===== src/rtl/tx_hex_sender_pkg.sv =====
// tx_hex_pkg: state encoding and ASCII constants shared by the hex sender.
// The CR/LF states exist in the encoding even when TX_HEX_CRLF_EN is not defined.
package tx_hex_pkg;
   localparam logic [2:0] IDLE = 3'd0;
   localparam logic [2:0] HI   = 3'd1;
   localparam logic [2:0] LO   = 3'd2;
   localparam logic [2:0] CR   = 3'd3;
   localparam logic [2:0] LF   = 3'd4;
   localparam logic [7:0] ASCII_0    = 8'h30;
   localparam logic [7:0] ASCII_A_UP = 8'h41;
   localparam logic [7:0] ASCII_A_LO = 8'h61;
   localparam logic [7:0] ASCII_CR   = 8'h0D;
   localparam logic [7:0] ASCII_LF   = 8'h0A;
endpackage


===== src/rtl/tx_hex_sender_nibble_to_ascii.sv =====
// nibble_to_ascii: combinational 4-bit nibble to ASCII hex character.
// Ports: nibble (4-bit in), char (8-bit ASCII out).
// HEX_UPPER selects the case of the letters 'A'-'F'.
module nibble_to_ascii
   import tx_hex_pkg::*;
#(
   parameter bit HEX_UPPER = 1'b1
) (
   input  logic [3:0] nibble,
   output logic [7:0] char
);
   localparam logic [7:0] ASCII_A = HEX_UPPER ? ASCII_A_UP : ASCII_A_LO;
   always_comb
      char = nibble < 4'd10 ? ASCII_0 + {4'h0, nibble} : ASCII_A + {4'h0, nibble} - 8'd10;
endmodule


===== src/rtl/tx_hex_sender.sv =====
// tx_hex_sender: writes a latched byte to the UART TX FIFO as two ASCII hex characters.
// Ports: clk, reset (sync, active-high), start/data_in (request + byte),
//        tx_full (FIFO full), wr_uart/w_data (FIFO write port),
//        busy (transfer in progress), overrun (sticky start-while-busy), led0 (= tx_full).
// Define TX_HEX_CRLF_EN to append CR and LF after the two hex characters.
module tx_hex_sender
   import tx_hex_pkg::*;
#(
   parameter bit HEX_UPPER = 1'b1
) (
   input  logic       clk,
   input  logic       reset,
   input  logic       start,
   input  logic [7:0] data_in,
   input  logic       tx_full,
   output logic       wr_uart,
   output logic [7:0] w_data,
   output logic       busy,
   output logic       overrun,
   output logic       led0
);
   logic [2:0] state, next_state;
   logic [7:0] byte_q, hi_c, lo_c;
   nibble_to_ascii #(.HEX_UPPER(HEX_UPPER)) u_hi (.nibble(byte_q[7:4]), .char(hi_c));
   nibble_to_ascii #(.HEX_UPPER(HEX_UPPER)) u_lo (.nibble(byte_q[3:0]), .char(lo_c));
   assign busy    = state != IDLE;
   assign wr_uart = busy && !tx_full && !reset;
   assign led0    = tx_full;
   always_comb begin
`ifdef TX_HEX_CRLF_EN
      next_state = state == HI ? LO : state == LO ? CR : state == CR ? LF : IDLE;
      w_data     = state == HI ? hi_c : state == LO ? lo_c :
                   state == CR ? ASCII_CR : state == LF ? ASCII_LF : 8'h00;
`else
      next_state = state == HI ? LO : IDLE;
      w_data     = state == HI ? hi_c : state == LO ? lo_c : 8'h00;
`endif
   end
   always_ff @(posedge clk) begin
      if (reset) begin
         state   <= IDLE;
         byte_q  <= 8'h00;
         overrun <= 1'b0;
      end else if (!busy) begin
         if (start) begin
            byte_q <= data_in;
            state  <= HI;
         end
      end else begin
         if (start) overrun <= 1'b1;
         if (wr_uart) state <= next_state;
      end
   end
endmodule


===== config.mk =====
export PLATFORM = sky130hd
export DESIGN_NAME = tx_hex_sender
export DESIGN_NICKNAME = d
export VERILOG_FILES = /design/src/rtl/tx_hex_sender_pkg.sv /design/src/rtl/tx_hex_sender_nibble_to_ascii.sv /design/src/rtl/tx_hex_sender.sv
export SDC_FILE = /design/constraint.sdc
export NUM_CORES = 1
export LEC_CHECK = 0
export BUFFER_PORTS_ARGS = -buffer_cell sky130_fd_sc_hd__buf_2
export CORE_ASPECT_RATIO = 0.9
export CORE_MARGIN = 2
export CORE_UTILIZATION = 40
export DETAILED_ROUTE_END_ITERATION = 16
export MAX_ROUTING_LAYER = met4
export PLACE_DENSITY = 0.67
export SYNTH_ARGS = -nofsm -noshare
export SYNTH_HDL_FRONTEND = slang
export SYNTH_SLANG_ARGS = --single-unit

===== constraint.sdc =====
create_clock -name clk -period 1.4 [get_ports clk]
set_input_delay 0.07 -clock clk [delete_from_list [all_inputs] [get_ports clk]]
set_output_delay 0.07 -clock clk [all_outputs]
set_load 0.01 [all_outputs]

-- Word level (Yosys, flattened, before mapping)
Cells that the tools add are included.
- output and inout bits: 12
- logic and storage cells: 32
- bits in registers: 12
- bits of input ports: 12
- order comparisons: 2
- muxes and demuxes: 8
- add/subtract/negate cells: 6
- equal/unequal tests: 3
- bitwise gates (word level): 1
- reduce and logical (&&, ||, !) cells: 9
- operators by type and width (kind ; count):
    8-bit 2-to-1 mux ; 4
    7-bit by 4-bit adder with 8-bit output (first input constant) ; 2
    8-bit by 4-bit subtractor with 8-bit output (second input constant) ; 2
    6-bit by 4-bit adder with 7-bit output (first input constant) ; 2
    3-bit 2-to-1 mux ; 3
    4-bit less-than comparator (second input constant) ; 2
    2-bit AND reduction ; 3
    3-bit by 1-bit equality test with 1-bit output (second input constant) ; 1
    3-bit by 2-bit equality test with 1-bit output (second input constant) ; 1
    3-bit nonzero test ; 1
    1-bit logical AND ; 2
    1-bit logical NOT ; 2
    2-bit 2-to-1 mux ; 1
    2-bit != test (second input constant) ; 1
    2-bit nonzero test ; 1
    1-bit NOT ; 1

-- Longest topological paths before layout
- depth in word-level cells: 5
- depth in mapped cells: 5
- depth with buffers taken out: 5

-- Cells and area by module
A second synthesis with hierarchy kept.
- cell total of the unflattened synthesis: 94
- area total of the unflattened synthesis: 810.8 um2
- by module, submodules not included (module ; cells an instance ; sequential area each (um2) ; area an instance (um2) ; times used):
    tx_hex_sender ; 62 ; 220.2 ; 600.6 ; 1
    nibble_to_ascii ; 16 ; 0.0 ; 105.1 ; 2

-- Least setup slack after synthesis
OpenSTA, ideal clock, no wires.
- path type: reg-to-output
- start point: reg byte_q[5]
- end point: out w_data[1]
- buffers on the path: 0
- arrival time: 1.084 ns
- cell stages (with the launch flop): 6
- required time: 1.330 ns
- path slack: 0.246 ns
- cell sequence: dfxtp_1 inv_1 ha_1 nand2_1 nand2_1 o21ai_0
- longest elaborated chain between the ends: 4
- elaborated cells between the ends (all ways): 6
- classes of those cells: add/sub: 3; order compare: 1; mux: 2
- RTL lines (what ; RTL line ; source):
    from (decl) ; tx_hex_sender.sv:23 ; logic [7:0] byte_q, hi_c, lo_c;
    from (signal assigned) ; tx_hex_sender.sv:46 ; byte_q <= data_in;
    7-bit by 4-bit adder with 8-bit output ; tx_hex_sender_nibble_to_ascii.sv:14 ; char = nibble < 4'd10 ? ASCII_0 + {4'h0, nibble} : ASCII_A + {4'h0, nibble} - 8'd10;
    8-bit by 4-bit subtractor with 8-bit output ; tx_hex_sender_nibble_to_ascii.sv:14 ;
    8-bit 2-to-1 mux * ; tx_hex_sender_nibble_to_ascii.sv:14 ;
    8-bit 2-to-1 mux * ; tx_hex_sender.sv:36 ; w_data = state == HI ? hi_c : state == LO ? lo_c : 8'h00;
    to (decl) ; tx_hex_sender.sv:17 ; output logic [7:0] w_data,
Every way passes the cells marked *; elsewhere a longest branch is shown, timed or not.

-- Final worst setup path
- start point: reg byte_q[1]
- end point: out w_data[1]
- longest elaborated chain between the ends: 5
- elaborated cells between the ends (all ways): 7
- classes of those cells: add/sub: 3; order compare: 1; mux: 3
- RTL lines (what ; RTL line):
    7-bit by 4-bit adder with 8-bit output ; tx_hex_sender_nibble_to_ascii.sv:14
    8-bit by 4-bit subtractor with 8-bit output ; tx_hex_sender_nibble_to_ascii.sv:14
    8-bit 2-to-1 mux * ; tx_hex_sender_nibble_to_ascii.sv:14
    8-bit 2-to-1 mux * (2 in a row) ; tx_hex_sender.sv:36
Marks and branches as above.

==> impl_metrics.prom <==
# TYPE chip_impl_metric gauge
chip_impl_metric{name="largest_net_degree_at_the_start_of_global_routing",unit=""} 13
chip_impl_metric{name="synth_compound_area_frac",unit=""} 0.171
chip_impl_info{name="combinational_family_with_the_most_area_after_synthesis",value="simple AND/OR/NAND/NOR gates"} 1
chip_impl_info{name="r2r-end",value="byte_q[1]"} 1
chip_impl_info{name="ys_top_cells_by_count",value="nor2_1, dfxtp_1, mux2i_1"} 1
chip_impl_metric{name="design.core.area",unit="sq um"} 1500
chip_impl_metric{name="boundaryPins",unit=""} 24
chip_impl_metric{name="wirelength",unit="mm"} 1.56
chip_impl_info{name="setup_repair_after_global_routing_missed_its_margin",value="yes"} 1
chip_impl_metric{name="power.leakage",unit="nW"} 0.406
chip_impl_metric{name="synth-edff-count",unit=""} 0
chip_impl_metric{name="clk_path_buf_depth",unit=""} 2
chip_impl_info{name="library_cell_with_the_highest_instance_count_after_synthesis",value="nor2_1"} 1
chip_impl_metric{name="sink_count",unit=""} 11
chip_impl_metric{name="cts-htree-levels",unit=""} 1
chip_impl_metric{name="finalHoldViolations",unit=""} 0
chip_impl_metric{name="timing.critical_path.depth",unit=""} 5
chip_impl_metric{name="groute.usage.overall",unit=""} 0.171
chip_impl_metric{name="detail-route-antenna-nets",unit=""} 0
chip_impl_info{name="crit_slowest_cell",value="dfxtp_2"} 1
chip_impl_info{name="hold_path_startpoint",value="data_in[2]"} 1
chip_impl_info{name="startpoint_type",value="flop"} 1
chip_impl_info{name="critical_path.top_delay_family",value="flip-flops"} 1
chip_impl_metric{name="rows",unit=""} 13
chip_impl_metric{name="seq_power_share",unit=""} 0.469
chip_impl_metric{name="initial_utilization",unit=""} 0.439
chip_impl_metric{name="detailed_place_hpwl",unit="mm"} 1.09
chip_impl_metric{name="period_minus_slack",unit="ps"} 1420
chip_impl_metric{name="drt_pass_1_iters",unit=""} 4
chip_impl_metric{name="critical_path_arrival",unit="ps"} 1350
chip_impl_metric{name="drive_gt1_frac",unit=""} 0.481
chip_impl_metric{name="power.clock.fraction",unit=""} 0.270
chip_impl_metric{name="post-layout-total-power",unit="mW"} 0.789
chip_impl_metric{name="fp.dieArea",unit="sq um"} 1980
chip_impl_metric{name="grt_antenna_before_repair",unit=""} 0
chip_impl_metric{name="vias_per_cell",unit=""} 4.86
chip_impl_metric{name="p_sw",unit="mW"} 0.233
chip_impl_metric{name="via_count",unit=""} 622
chip_impl_metric{name="yosys_warnings",unit=""} 0
chip_impl_metric{name="synth_cells",unit=""} 79
chip_impl_metric{name="timing.final.setup_violations",unit=""} 4
chip_impl_metric{name="place_congestion",unit=""} 0.745
chip_impl_metric{name="area_growth_syn_to_layout",unit="%"} 36.6
chip_impl_metric{name="drt_iter0_drc",unit=""} 4
chip_impl_metric{name="syn-num-nets",unit=""} 93
chip_impl_metric{name="clock_skew",unit="ps"} 0.224
chip_impl_metric{name="post_synth_mux_area_share",unit=""} 0.137
chip_impl_metric{name="synthXorXnorAreaFrac",unit=""} 0.0267
chip_impl_metric{name="layout.nets",unit=""} 121
chip_impl_metric{name="post-route-drc-count",unit=""} 0
chip_impl_metric{name="vdd_drop_max",unit="uV"} 592
chip_impl_info{name="worst_hold_path.endpoint",value="byte_q[2]"} 1
chip_impl_metric{name="syn_area",unit="sq um"} 657
chip_impl_metric{name="port_buffers",unit=""} 22
chip_impl_metric{name="grt_overflow_total",unit=""} 0
chip_impl_metric{name="worst_setup_hold_path_clk_slew",unit="ps"} 70
chip_impl_info{name="ys_top_cells_by_area",value="dfxtp_1, mux2i_1, nor2_1"} 1
chip_impl_metric{name="yosys.area_share.adder",unit=""} 0.0381
chip_impl_metric{name="finalSetupTns",unit="ps"} -37.4
chip_impl_info{name="violated_checks",value="negative setup slack"} 1
chip_impl_metric{name="crit_required",unit="ps"} 1330
chip_impl_metric{name="part_of_the_total_power_dissipated_in_combinational_logic",unit=""} 0.261
chip_impl_metric{name="tritoncts.num_buffers",unit=""} 3
chip_impl_metric{name="die-height",unit="microns"} 42.4
chip_impl_info{name="crit_path_end_kind",value="output pin"} 1
chip_impl_metric{name="finish.utilization",unit=""} 0.599
chip_impl_info{name="crit_path_cell_trace",value="inv_2 -> ha_4 -> a211o_1 -> o21ai_1 -> buf_2"} 1
chip_impl_metric{name="yosys.area.top_type_share",unit=""} 0.335
chip_impl_metric{name="placed_insts",unit=""} 121
chip_impl_metric{name="reg2reg_slack",unit="ps"} 270
chip_impl_info{name="synth_ff_type",value="dfxtp_1"} 1
chip_impl_metric{name="netSwitchingFraction",unit=""} 0.295
chip_impl_info{name="timing_worst_setup_path_type",value="flop to output pin"} 1
chip_impl_info{name="run_status",value="finished, violations left"} 1
chip_impl_metric{name="final-instance-count-excl-fill",unit=""} 128
chip_impl_metric{name="synth-simple-area-share",unit=""} 0.217
chip_impl_metric{name="synth.lib_cells_used.distinct",unit=""} 24
chip_impl_metric{name="max_cap_violations",unit=""} 0
chip_impl_metric{name="crit_path_max_fanout",unit=""} 2
chip_impl_metric{name="post-route-period-util",unit=""} 1.01
chip_impl_metric{name="pre_cts_slack",unit="ps"} 103
chip_impl_metric{name="synth.avg_cell_area",unit="sq um"} 8.31
chip_impl_metric{name="fillcell_total",unit=""} 156
chip_impl_info{name="cts_root_buffer",value="clkbuf_4"} 1
chip_impl_info{name="cell_taking_the_most_area_after_synthesis",value="dfxtp_1"} 1
chip_impl_metric{name="report.final.slew_viol_count",unit=""} 0
chip_impl_metric{name="final_worst_setup_slack",unit="ps"} -17.8
chip_impl_metric{name="synth-seq-area-share",unit=""} 0.335
chip_impl_metric{name="timing.fmax",unit="GHz"} 0.705
chip_impl_metric{name="bufs_and_invs_on_worst_path",unit=""} 2
chip_impl_metric{name="post_drt_wl_per_cell",unit="microns"} 12.2
chip_impl_metric{name="total_power_divided_by_cell_area",unit="nW/um^2"} 880
chip_impl_metric{name="grt_pass1_vias",unit=""} 579
chip_impl_metric{name="chipWidth",unit="microns"} 46.7
chip_impl_metric{name="hold-path-cell-count",unit=""} 3
chip_impl_metric{name="synth-seq-cells",unit=""} 11
chip_impl_metric{name="timing.critical_path.slowest_cell_delay",unit="ps"} 350
chip_impl_metric{name="worstRegToRegCells",unit=""} 4
chip_impl_metric{name="antenna-diode-count",unit=""} 0
chip_impl_info{name="regToRegStartpoint",value="state[1]"} 1
chip_impl_metric{name="grt_pass1_wl",unit="mm"} 2.36
chip_impl_info{name="cts_tree",value="yes"} 1
chip_impl_metric{name="skew_pair_late_insertion_delay",unit="ps"} 260
chip_impl_info{name="type_of_the_most_critical_hold_path",value="input pin to flop"} 1
chip_impl_metric{name="internal_power_component",unit="mW"} 0.556
chip_impl_metric{name="asyncSetResetFlopFracSynth",unit=""} 0
==> worst register-to-register path, delay by kind of cell, from the launching register on <==
kind          cells  cell delay [ps]
flops             1              360
mux               1              210
simple gates      2              220
buf+inv           1              220
==> layout by cell type (no fill, tap or decap) <==
cell type   n
dfxtp_2     8
nor2_1     12
xnor2_1     2
clkbuf_1    1
inv_2       4
conb_1      1
or2_2       1
inv_1       1
dfxtp_1     3
a21oi_1     5
nor3_2      1
and4b_1     2
buf_6       1
o21ai_1     3
nand2b_4    1
o22ai_1     4
nor3b_2     1
clkbuf_4    3
nand2_1     4
ha_4        2
buf_4       4
a211o_1     1
buf_2      22
nor2b_1     3
nand2b_2    1
a32o_1      1
nor3b_1     1
mux2i_1     9
a21oi_2     1
o21a_4      1
a22o_1      1
o21a_1      1
==> state kept, by name, indices dropped and copies added (netlist names) <==
signal,cells
overrun,1
byte_q,8
state,2
==> layer usage <==
layer | part of all wire | vias to the layer above | global-route usage
met3 | 0.028 | 2 | 0.0388
met5 | 0 | - | -
met4 | 0.0032 | 0 | 0.0667
met2 | 0.49 | 11 | 0.242
li1 | - | 327 | -
met1 | 0.47 | 282 | 0.233
==> cell type report <==
class                   instances  area [sq um]  share of cell area
inverters                       5          18.8              0.0209
multi-input cells              59           443               0.494
well taps                      22          27.5              0.0307
clock buffers                   4          26.3              0.0293
repair buffers                 27           151               0.169
flip-flops and latches         11           230               0.257
==> through the flow <==
step	hold WS (ps)	cell area (sq um)
after CTS	34.1	880
after global placement	303	783
after detailed placement	313	783
final	38.6	897
after global routing	35.3	897
after floorplan	142	657
==> power by group through the flow <==
stage               logic (mW)  clock network, mW  registers (mW)
finish                   0.206              0.213           0.370
global route             0.229              0.244           0.375
CTS                      0.203              0.222           0.366
detailed placement       0.174                  0           0.371
global placement         0.171                  0           0.369
floorplan                0.120                  0           0.366
==> kinds of logic after synthesis <==
family / after synthesis
adder cells (fa/ha/maj): 2
XOR/XNOR: 2
buffers and inverters: 9
AND/OR/NAND/NOR: 27
AO/OA/AOI/OAI: 18
other: 1
flip-flops: 11
multiplexers: 9
==> timing repair <==
| action | CTS | global route |
|---|---|---|
| hold buffers | 0 | 0 |
| buffers inserted | 3 | 0 |
| cloned | 0 | 0 |
| hold endpoints to repair | 0 | 0 |
| endpoints found under the setup margin | 6 | 6 |
| resized for setup | 21 | 4 |
| pin swaps | 6 | 2 |
==> how the worst max path moves through the flow <==
| stage | from | endpoint |
|---|---|---|
| after detailed placement | byte_q[1] | w_data[1] |
| after global routing | byte_q[1] | w_data[2] |
| final | byte_q[1] | w_data[1] |
| after floorplan | byte_q[5] | w_data[1] |
| after CTS | byte_q[1] | w_data[0] |
| after global placement | byte_q[1] | w_data[1] |
No activity file was read; power rests on OpenSTA's default activity.
